`config.mk`:
```
export PLATFORM = sky130hd
export DESIGN_NAME = pc_unit
export DESIGN_NICKNAME = d
export VERILOG_FILES = /design/src/rtl/pc_unit.sv
export SDC_FILE = /design/constraint.sdc
export NUM_CORES = 1
export LEC_CHECK = 0
export ABC_AREA = 1
export BUFFER_PORTS_ARGS = -buffer_cell sky130_fd_sc_hd__buf_2
export CAP_MARGIN = 20
export CORE_ASPECT_RATIO = 1.25
export CORE_MARGIN = 8
export CORE_UTILIZATION = 48
export DETAILED_ROUTE_END_ITERATION = 8
export GPL_ROUTABILITY_DRIVEN = 0
export HOLD_SLACK_MARGIN = 0.15
export PLACE_DENSITY = 0.82
export SYNTH_ARGS = -nofsm -noshare
export SYNTH_HDL_FRONTEND = slang
export SYNTH_SLANG_ARGS = --single-unit
export TNS_END_PERCENT = 20
```
`constraint.sdc`:
```
create_clock -name clk -period 1.4 [get_ports clk]
set_input_delay 0.28 -clock clk [delete_from_list [all_inputs] [get_ports clk]]
set_output_delay 0.28 -clock clk [all_outputs]
set_load 0.05 [all_outputs]
```
`src/rtl/pc_unit.sv`:
```
// Program counter unit: holds the fetch address and selects the next one from
// reset, trap entry, trap return, redirect, stall or sequential increment.
// Includes a saved exception PC, misaligned-target detection and a debug
// RUN / TRAP_FLUSH / HALT state machine.
//
// Optional feature: define PC_HISTORY_EN to instantiate a circular buffer of
// the last HIST_DEPTH departing fetch addresses, readable through hist_idx /
// hist_pc. Without it hist_pc is tied to zero and no storage exists.

module pc_unit #(
  parameter int unsigned     XLEN        = 32,
  parameter logic [XLEN-1:0] RESET_VEC   = '0,
  parameter logic [XLEN-1:0] TRAP_VEC    = 'h100,
  parameter int unsigned     INSTR_BYTES = 4,
  parameter int unsigned     HIST_DEPTH  = 8
) (
  input  logic                          clk,
  input  logic                          reset_n,
  input  logic                          stall,
  input  logic                          redirect_valid,
  input  logic [XLEN-1:0]               redirect_pc,
  input  logic                          trap_req,
  input  logic                          mret,
  input  logic                          halt_req,
  input  logic                          resume_req,
  output logic [XLEN-1:0]               instr_addr,
  output logic                          instr_valid,
  output logic [XLEN-1:0]               epc,
  output logic                          misaligned,
  output logic                          halted,
  input  logic [$clog2(HIST_DEPTH)-1:0] hist_idx,
  output logic [XLEN-1:0]               hist_pc
);

  localparam int unsigned     HistAw    = $clog2(HIST_DEPTH);
  localparam logic [XLEN-1:0] AlignMask = XLEN'(INSTR_BYTES - 1);
  localparam logic [XLEN-1:0] PcStep    = XLEN'(INSTR_BYTES);

  typedef enum logic [1:0] {
    StRun,
    StTrapFlush,
    StHalt
  } state_e;

  state_e          state_q;
  logic [XLEN-1:0] pc_q;
  logic [XLEN-1:0] epc_q;
  logic            valid_q;
  logic            halted_q;
  logic            misaligned_q;

  logic            redirect_misaligned;

  // Target alignment check against the instruction size.
  assign redirect_misaligned = (redirect_pc & AlignMask) != '0;

  // Main FSM: next PC, epc and all status outputs are registered here.
  always_ff @(posedge clk or negedge reset_n) begin
    if (!reset_n) begin
      state_q      <= StRun;
      pc_q         <= RESET_VEC;
      epc_q        <= '0;
      valid_q      <= 1'b1;
      halted_q     <= 1'b0;
      misaligned_q <= 1'b0;
    end else begin
      // Misaligned is a single-cycle pulse unless re-detected below.
      misaligned_q <= 1'b0;
      case (state_q)
        StRun: begin
          if (trap_req) begin
            epc_q   <= pc_q;
            pc_q    <= TRAP_VEC;
            state_q <= StTrapFlush;
            valid_q <= 1'b0;
          end else if (redirect_valid && redirect_misaligned) begin
            misaligned_q <= 1'b1;
            epc_q        <= redirect_pc;
            pc_q         <= TRAP_VEC;
            state_q      <= StTrapFlush;
            valid_q      <= 1'b0;
          end else if (mret) begin
            pc_q <= epc_q;
          end else if (redirect_valid) begin
            pc_q <= redirect_pc;
          end else if (halt_req) begin
            state_q  <= StHalt;
            valid_q  <= 1'b0;
            halted_q <= 1'b1;
          end else if (!stall) begin
            // Wraps modulo 2^XLEN by construction.
            pc_q <= pc_q + PcStep;
          end
        end

        // One bubble cycle at TRAP_VEC; only a halt request is honoured.
        StTrapFlush: begin
          if (halt_req) begin
            state_q  <= StHalt;
            halted_q <= 1'b1;
          end else begin
            state_q <= StRun;
            valid_q <= 1'b1;
          end
        end

        StHalt: begin
          // Debugger may set the PC; a misaligned write is dropped but flagged.
          if (redirect_valid) begin
            if (redirect_misaligned) begin
              misaligned_q <= 1'b1;
            end else begin
              pc_q <= redirect_pc;
            end
          end
          if (resume_req) begin
            state_q  <= StRun;
            valid_q  <= 1'b1;
            halted_q <= 1'b0;
          end
        end

        default: begin
          state_q  <= StRun;
          valid_q  <= 1'b1;
          halted_q <= 1'b0;
        end
      endcase
    end
  end

  assign instr_addr  = pc_q;
  assign instr_valid = valid_q;
  assign epc         = epc_q;
  assign misaligned  = misaligned_q;
  assign halted      = halted_q;

`ifdef PC_HISTORY_EN
  logic [XLEN-1:0]   hist_mem [HIST_DEPTH];
  logic [HistAw-1:0] hist_wptr_q;
  logic [HistAw-1:0] hist_ridx;
  logic              hist_we;

  // The PC departs from a valid fetch whenever RUN does anything but hold.
  always_comb begin
    hist_we = (state_q == StRun) &&
              (trap_req || redirect_valid || mret || (!halt_req && !stall));
  end

  // Write pointer; wraps naturally since HIST_DEPTH is a power of two.
  always_ff @(posedge clk or negedge reset_n) begin
    if (!reset_n) begin
      hist_wptr_q <= '0;
    end else if (hist_we) begin
      hist_wptr_q <= hist_wptr_q + HistAw'(1);
    end
  end

  // History storage, intentionally not reset.
  always_ff @(posedge clk) begin
    if (hist_we) begin
      hist_mem[hist_wptr_q] <= pc_q;
    end
  end

  // hist_idx = 0 selects the most recently written entry.
  assign hist_ridx = hist_wptr_q - HistAw'(1) - hist_idx;
  assign hist_pc   = hist_mem[hist_ridx];
`else
  logic unused_hist_idx;
  assign unused_hist_idx = ^hist_idx;
  assign hist_pc         = '0;
`endif

endmodule

```
==> qor.yml, run 1 <==
die_w_um: 108
hold_viol_final: 0
drcViolationCount: 0
wl_per_cell_um: 16.5
cpPeakStageDelay_ns: 0.40
die_area_um2: 14100
reg2reg_depth: 8
synth_seq_area_share_pct: 34.1
worst-path-stages: 8
power_mw: 18.9
hold_depth: 3
grt_pass1_vias: 5531
synthSimpleGateAreaFrac_pct: 29.4
crit_type: "reg -> reg"
dp_hpwl_mm: 12.0
cts_sinks: 69
setup_tns_ns: -3.32
dr.pass1.iters: 7
rsz0062_at_grt: "true"
cp_top_family: "simple AND/OR/NAND/NOR gates"
start_util_pct: 48.4
reg2reg_from: "state_q[1]"
rows: 42
ios: 142
violations: "negative setup slack"
hp-class: "in -> reg"
finalWirelength_mm: 17.3
layout_commonest_cell: "nand2_1"
holdCritStartpoint: "redirect_pc[27]"
clockBufferDepth: 2
die_y_um: 131
ys_ff_latch: 69
crit_chain: "nor2_1, buf_4, o211ai_1, nand2_4, inv_8, clkbuf_16, nor2_1, a21oi_1"
pwr_density_cell_nw_per_um2: 2730
finalCriticalPeriod_ns: 1.54
drive_above_1_share_pct: 34.7
synth.area.mux_share_pct: 0
status: "finished with violations"
fin_worst_skew_ns: 0.0104
vias: 5715
fin_ws_ns: -0.144
clk_latency_ns: 0.34
synth.distinct_cells: 41
finalSetupViolCount: 33
crit_path_end_kind: "register"
syn_to_final_growth_pct: 36.8
period_share_pct: 110
path_max_fanout: 6
irDropWorstVdd_mv: 1.68
synth_compound_area_share_pct: 21.3
final_cell_mix: "nand2_1, a21oi_1, buf_2"
netlist_instances: 744
nNetsFinal: 950
ys.flop_type: "dfrtp_1"
grt_pass1_wl_mm: 26.4
post-route-util_pct: 66.2
vias_per_cell: 5.47
synth_xor_area_share_pct: 1.04
drt.antenna.violating_nets: 0
syn_area_um2: 5060
grt_overflow: 0
htree_levels: 3
synth_edf_count: 0
avgSynthCellArea_um2: 6.80
slew_violations: 0
drt_iter0_markers: 392
cp_slowest_cell: "dfrtp_1"
critPathRequiredTime_ns: 1.63
synth_top_family_by_area: "simple AND/OR/NAND/NOR gates"
core_um2: 10500
crit_start: "state_q[1]"
startpoint_type: "register"
port_buffers: 106
cts_made_buffers: 9
dp.cells: 1018
critPathBufInv: 3
fmax_mhz: 648
antenna_found_initial: 0
cts_tree: "yes"
synth-adder-area-share_pct: 0.247
track_usage_pct: 23.5
final_cells: 1044
yosys_warnings: 0
grt_max_degree: 70
maxCapViolations: 0
cp.arrival_ns: 1.78
power.leakage_nw: 3.24
async_reset_ff_share_pct: 100
clockRootBuffer: "clkbuf_16"
hold_ws_ns: 0.215
path_common_cell: "nor2_1"
path_clk_slew_ns: 0.06
==> report_power, final <==
group | internal, mW | leakage, nW | switching (mW)
logic | 4.22 | 2.30 | 8.32
clock network | 1.42 | 0.143 | 0.889
registers | 3.12 | 0.792 | 0.909
total | 8.76 | 3.24 | 10.1
==> stage by stage <==
step / cell area, um2 / setup WS [ns]
after global routing: 6920 / -0.257
after detailed placement: 6150 / -0.124
after floorplan: 5230 / -0.134
after global placement: 6150 / -0.0743
final: 6920 / -0.144
after CTS: 6630 / -0.101
==> layout make-up <==
cell class / count / area (um2)
antenna: 1 / 2.50
clock buffer: 12 / 246
clock inverter: 4 / 47.5
fill: 876 / 3530
inverter: 58 / 228
multi-input combinational: 577 / 3000
sequential: 69 / 1760
tap: 132 / 165
timing repair buffer: 191 / 1480
==> per-layer routing <==
| metal | vias to the layer above | share of wire [%] | global-route usage [%] | wire, um |
|---|---|---|---|---|
| li1 | 2719 | - | - | - |
| met1 | 2678 | 40 | 28.0 | 6920 |
| met2 | 264 | 49 | 39.1 | 8530 |
| met3 | 54 | 7.0 | 4.17 | 1210 |
| met4 | 0 | 3.5 | 13.5 | 598 |
| met5 | - | 0 | 0 | 0 |
==> state kept, by name (all words and copies together) (netlist names) <==
register / count
halted: 1
misaligned: 1
instr_addr: 32
epc: 32
instr_valid: 1
state_q: 2
==> final timing paths <==
path / end / slack [ns]
setup / recovery: instr_addr[24] / -0.14
min in group asynchronous: halted / 0.51
hold / removal: epc[27] / 0.22
setup reg to reg: instr_addr[24] / -0.14
hold reg to reg: epc[29] / 0.54
max in group asynchronous: instr_addr[25] / 0.55
==> cells in the mapped netlist (5+ instances only) <==
| cell | number | area (um2) |
|---|---|---|
| nand2_1 | 181 | 679 |
| a21oi_1 | 104 | 521 |
| nor2_1 | 101 | 379 |
| dfrtp_1 | 68 | 1700 |
| inv_1 | 54 | 203 |
| buf_4 | 35 | 263 |
| nand3_1 | 34 | 170 |
| o21ai_0 | 34 | 170 |
| o211ai_1 | 19 | 143 |
| a31oi_1 | 16 | 100 |
| clkbuf_1 | 13 | 48.8 |
| buf_2 | 12 | 60.1 |
| nor2_2 | 9 | 56.3 |
| nand2_2 | 8 | 50.1 |
| buf_6 | 6 | 67.6 |
| xor2_1 | 6 | 52.6 |
| a22oi_1 | 5 | 37.5 |
==> worst min-delay path, stage by stage <==
cell and delay [ns]:
buf_2 0.10, o211ai_1 0.07, o21ai_0 0.06
==> kinds of logic after synthesis <==
kind of cell | after synthesis
xor+xnor | 6
simple gates | 346
other cells | 1
buf+inv | 129
compound gates | 192
fa+ha+maj | 1
flops | 69
==> timing repair <==
action / CTS / global route
endpoints found under the hold margin: 68 / 0
endpoints found under the setup margin: 66 / 82
setup buffers: 0 / 6
hold buffers: 1 / 0
cloned: 0 / 2
pin swaps: 5 / 14
resized for setup: 55 / 68
No activity file was read; power rests on OpenSTA's default activity.
==> inputs of run 2 (changes only) <==
Settings changed: PLACE_DENSITY 0.82 to 0.77.
==> run 2 against run 1 <==
Against the previous run:
- the flow still finishes with violations (negative setup slack)
- critical path depth shrank 1
- cell area shrank 0.14%
- sequential power is essentially flat
- global-route usage shrank 0.41 points
- power grew 0.14%
- wire length grew 0.25%
- via count grew 1.3%
- largest cell class unchanged
==> qor.yml, run 2 (synthesized netlist as in run 1, its figures left out) <==
status: "finished with violations"
violations: "negative setup slack"
ff2ff_setup_slack_ns: -0.21  # -0.06 ns
post-route-util_pct: 66.1  # -0.096 points
drive_above_1_share_pct: 35.8  # +1.1 points
die_w_um: 108  # unchanged
path_max_fanout: 5  # -1
crit_start: "instr_addr[5]"
holdCritStartpoint: "redirect_pc[11]"
drt.antenna.violating_nets: 0  # unchanged
critPathBufInv: 0  # -3
finalWirelength_mm: 17.3  # +0.25%
dp_hpwl_mm: 11.8  # -1.5%
dr.pass1.iters: 5  # -2
reg2reg_depth: 7  # -1
syn_to_final_growth_pct: 36.6
htree_levels: 3  # unchanged
hold_ws_ns: 0.218  # +0.00241 ns
hold_end: "epc[11]"
core_um2: 10500  # unchanged
crit_path_end_kind: "register"
fmax_mhz: 623  # -3.9%
wl_per_cell_um: 16.6  # +0.35%
reg2reg_from: "instr_addr[5]"
insertedDiodeCount: 0  # -1
cpPeakStageDelay_ns: 0.43  # +0.03 ns
cts_made_buffers: 9  # unchanged
wl_met3_mm: 1.33  # +9.9%
finalCriticalPeriod_ns: 1.61  # +0.0622 ns
vias: 5792  # +1.3%
die_area_um2: 14100  # unchanged
hp-class: "in -> reg"
grt_max_degree: 41  # -41%
clockRootBuffer: "clkbuf_16"
nNetsFinal: 950  # unchanged
r2r_end: "instr_addr[8]"
crit_chain: "nand2_1, nor2_1, nand2_1, nor2_1, o21ai_0, a21boi_1, o22ai_2"
drt_iter0_markers: 498  # +27%
antenna_found_initial: 0  # unchanged
m1WireLength_mm: 6.92  # about the same
top_layer: "met4"
path_clk_slew_ns: 0.07  # about the same
drcViolationCount: 0  # unchanged
final_cell_mix: "nand2_1, a21oi_1, buf_2"
startpoint_type: "register"
vias_per_cell: 5.55  # +1.4%
irDropWorstVdd_mv: 1.69  # +0.19%
clk_latency_ns: 0.35  # about the same
grt_overflow: 0  # unchanged
dpl_worst_slack_ns: -0.0930  # +0.0307 ns
cp_top_family: "simple AND/OR/NAND/NOR gates"
hold_viol_final: 0  # unchanged
fin_ws_ns: -0.206  # -0.0622 ns
ios: 142  # unchanged
maxCapViolations: 0  # unchanged
grt_pass1_wl_mm: 26.1  # -1.3%
start_util_pct: 48.4  # unchanged
crit_type: "reg -> reg"
layout_commonest_cell: "nand2_1"
power.leakage_nw: 3.26  # +0.61%
slew_violations: 0  # unchanged
track_usage_pct: 23.1  # -0.41 points
clockBufferDepth: 2  # unchanged
fin_worst_skew_ns: 0.0130  # +0.00257 ns
cts_sinks: 69  # unchanged
wl_met2_mm: 8.49  # -0.47%
period_share_pct: 115  # +4.4 points
hold_depth: 3  # unchanged
cts_tree: "yes"
die_y_um: 131  # unchanged
rsz0062_at_grt: "true"
critPathRequiredTime_ns: 1.61  # -0.02 ns
finalSetupViolCount: 38  # +15%
port_buffers: 106  # unchanged
final_cells: 1043  # -0.096%
rows: 42  # unchanged
cp_slowest_cell: "dfrtp_2"
grt_pass1_vias: 5392  # -2.5%
cp.arrival_ns: 1.82  # +0.04 ns
dp.cells: 1012  # -0.59%
pwr_density_cell_nw_per_um2: 2740  # +0.28%
## run 2: changes by cell type in the layout (fill, tap and decap cells not counted), sizes merged
cell | previous run | this run
buf | 188 | 187
clkbuf | 14 | 15
diode | 1 | 0
## run 2: worst max path at each step
stage                          end  cells past startpoint
floorplan           instr_addr[21]                     10
global placement    instr_addr[23]                      8
detailed placement  instr_addr[18]                      8
CTS                 instr_addr[18]                      9
global route        instr_addr[19]                      9
finish               instr_addr[8]                      7
## run 2: per-layer routing
| layer | track usage, % | vias to the layer above |
|---|---|---|
| li1 | - | 2709 |
| met4 | 9.00 | 0 |
| met5 | 0 | - |
| met1 | 28.3 | 2708 |
| met2 | 39.1 | 324 |
| met3 | 4.61 | 51 |
## run 2: final cells by class
cell class,instances,area (um2)
Clock inverter,4,47.5
Fill cell,874,3540
Timing Repair Buffer,191,1430
Multi-Input combinational cell,577,3030
Tap cell,132,165
Inverter,58,230
Sequential cell,69,1760
Clock buffer,12,256
## run 2: metrics by stage
step / cell area, um2 / power [mW] / setup TNS (ns)
floorplan: 5230 / 11.6 / -2.61
global placement: 6080 / 14.8 / -1.12
detailed placement: 6080 / 14.9 / -1.62
CTS: 6540 / 17.7 / -1.35
global route: 6910 / 20.0 / -8.63
finish: 6910 / 18.9 / -4.07
## run 2: tightest hold or removal path, stage by stage
cell and delay (ns):
buf_2 0.12, nand2_1 0.06, a31oi_1 0.07
## run 2: what timing repair did
action	4_1_cts	5_1_grt
gates resized for setup	49	77
gates cloned	0	2
setup buffers	0	12
pin swaps	7	20
endpoints found under the hold margin	10	0
hold buffers	1	0
setup endpoints to repair	50	66
## run 2: where the power goes
group | switching, mW | internal (mW)
Combinational | 8.35 | 4.16
Clock | 0.880 | 1.47
Sequential | 0.925 | 3.12
Total | 10.2 | 8.75
==> inputs of run 3 (changes only) <==
Settings changed: CORE_ASPECT_RATIO 1.25 to 1.1.
==> run 3 against run 2 <==
Against the previous run:
- highest routed layer unchanged
- combinational power is essentially flat
- non-clock buffer count shrank 5
- clock skew shrank 0.0019 ns
- register-to-register slack gained 0.04 ns
- the flow still finishes with violations (negative setup slack)
- first-iteration DRC count shrank 39%
==> qor.yml, run 3 (synthesized netlist as in run 1, its figures left out) <==
status: "finished with violations"
violations: "negative setup slack"
die_w_um: 114  # +5.6%
drt_iter0_markers: 303  # -39%
worstMarginPinSlew_ns: 0.514
pwr_density_cell_nw_per_um2: 2700  # -1.3%
maxCapViolations: 0  # unchanged
cts_sinks: 69  # unchanged
fin_ws_ns: -0.171  # +0.0352 ns
hold_ws_ns: 0.211  # -0.00613 ns
die_area_um2: 14100  # -0.12%
rows: 39  # -7.1%
core_um2: 10300  # -1.1%
power.leakage_nw: 3.21  # -1.4%
clockRootBuffer: "clkbuf_16"
clockBufferDepth: 2  # unchanged
slew_headroom_pct: 65.7
vias_per_cell: 5.33  # -3.9%
dpl_worst_slack_ns: -0.113  # -0.0198 ns
grt_overflow: 0  # unchanged
final_cell_mix: "nand2_1, a21oi_1, buf_2"
insertedDiodeCount: 0  # unchanged
cpPeakStageDelay_ns: 0.42  # about the same
rsz0062_at_grt: "true"
grt_pass1_vias: 5268  # -2.3%
drt.antenna.violating_nets: 0  # unchanged
drive_above_1_share_pct: 34.7  # -1.1 points
path_max_fanout: 9  # +4
path_clk_slew_ns: 0.06  # about the same
wl_per_cell_um: 15.7  # -5.2%
design_area_um2: 6860  # -0.81%
vias: 5596  # -3.4%
clk_latency_ns: 0.34  # about the same
syn_to_final_growth_pct: 35.5
fmax_mhz: 636  # +2.2%
htree_levels: 3  # unchanged
finalSetupViolCount: 65  # +71%
cp.arrival_ns: 1.80  # -0.02 ns
cts_made_buffers: 9  # unchanged
finalWirelength_mm: 16.5  # -4.6%
nNetsFinal: 945  # -0.53%
crit_type: "reg -> reg"
slew_violations: 0  # unchanged
start_util_pct: 48.9  # +0.53 points
ios: 142  # unchanged
r2r_end: "instr_addr[20]"
grt_max_degree: 70  # +71%
reg2reg_depth: 8  # +1
dp.cells: 1019  # +0.69%
startpoint_type: "register"
port_buffers: 106  # unchanged
track_usage_pct: 22.6  # -0.52 points
hold_end: "epc[29]"
cp_slowest_cell: "dfrtp_2"
grt_pass1_wl_mm: 25.6  # -1.7%
placed_cell_area_um2: 6050  # -0.47%
finalCriticalPeriod_ns: 1.57  # -0.0352 ns
crit_path_end_kind: "register"
critPathBufInv: 3  # +3
period_share_pct: 112  # -2.5 points
drcViolationCount: 0  # unchanged
cp_top_family: "flip-flops"
reg2reg_from: "state_q[0]"
final_cells: 1049  # +0.58%
hold_viol_final: 0  # unchanged
dp_hpwl_mm: 11.6  # -2.1%
irDropWorstVdd_mv: 1.77  # +4.6%
holdCritStartpoint: "redirect_pc[29]"
layout_commonest_cell: "nand2_1"
die_y_um: 124  # -5.4%
hp-class: "in -> reg"
dr.pass1.iters: 5  # unchanged
cts_tree: "yes"
hold_depth: 3  # unchanged
fin_worst_skew_ns: 0.0111  # -0.00187 ns
crit_chain: "nor2_2, buf_6, inv_2, o31ai_2, nand2_4, buf_12, a21oi_1, a21oi_2"
critPathRequiredTime_ns: 1.63  # +0.02 ns
antenna_found_initial: 0  # unchanged
power_mw: 18.5  # -2.1%
ff2ff_setup_slack_ns: -0.17  # +0.04 ns
run 3: area by class of cell:
type / instances / area (um2)
fill: 874 / 3490
clock inverter: 4 / 23.8
sequential: 69 / 1760
multi-input combinational: 577 / 2990
clock buffer: 12 / 246
inverter: 58 / 228
timing repair buffer: 186 / 1430
tap: 143 / 179
run 3: worst register-to-register path, cell delays in order, from the launching register on:
cell	delay, ns
dfrtp_2	0.42
nor2_2	0.12
buf_6	0.12
inv_2	0.04
o31ai_2	0.07
nand2_4	0.21
buf_12	0.21
a21oi_1	0.17
a21oi_2	0.09
run 3: report_power, final:
part / internal, mW / leakage, nW / switching, mW / total [mW]
registers: 3.12 / 0.791 / 0.964 / 4.08
logic: 4.13 / 2.28 / 8.18 / 12.3
clock network: 1.24 / 0.136 / 0.865 / 2.11
total: 8.50 / 3.21 / 10.0 / 18.5
run 3: how the worst max path moves through the flow:
stage	from	slack (ns)	endpoint	depth (start not counted)
6_report	state_q[0]	-0.17	instr_addr[20]	8
3_5_place_dp	instr_addr[3]	-0.11	instr_addr[14]	8
5_1_grt	state_q[0]	-0.23	instr_addr[16]	8
2_1_floorplan	instr_addr[3]	-0.13	instr_addr[21]	10
3_3_place_gp	state_q[0]	-0.09	instr_addr[17]	7
4_1_cts	state_q[0]	-0.08	instr_addr[31]	7
run 3: per-stage QoR:
step / TNS [ns] / utilization (%)
global placement: -1.76 / 58.5
detailed placement: -2.59 / 58.5
finish: -4.59 / 66.3
global route: -9.68 / 66.3
floorplan: -2.61 / -
CTS: -1.79 / 63.2
run 3: timing repair:
item | in CTS | in global routing
setup endpoints to repair | 66 | 80
resized for setup | 46 | 77
hold buffers | 1 | 0
setup buffers | 5 | 6
pin swaps | 3 | 14
endpoints found under the hold margin | 68 | 0
gates cloned | 1 | 1
run 3: layer usage:
metal | share of wire [%] | global-route usage (%) | routed length (um)
met4 | 1.7 | 6.83 | 282
met5 | 0 | 0 | 0
met3 | 6.9 | 3.83 | 1140
met2 | 49 | 39.4 | 8100
met1 | 42 | 28.1 | 6980
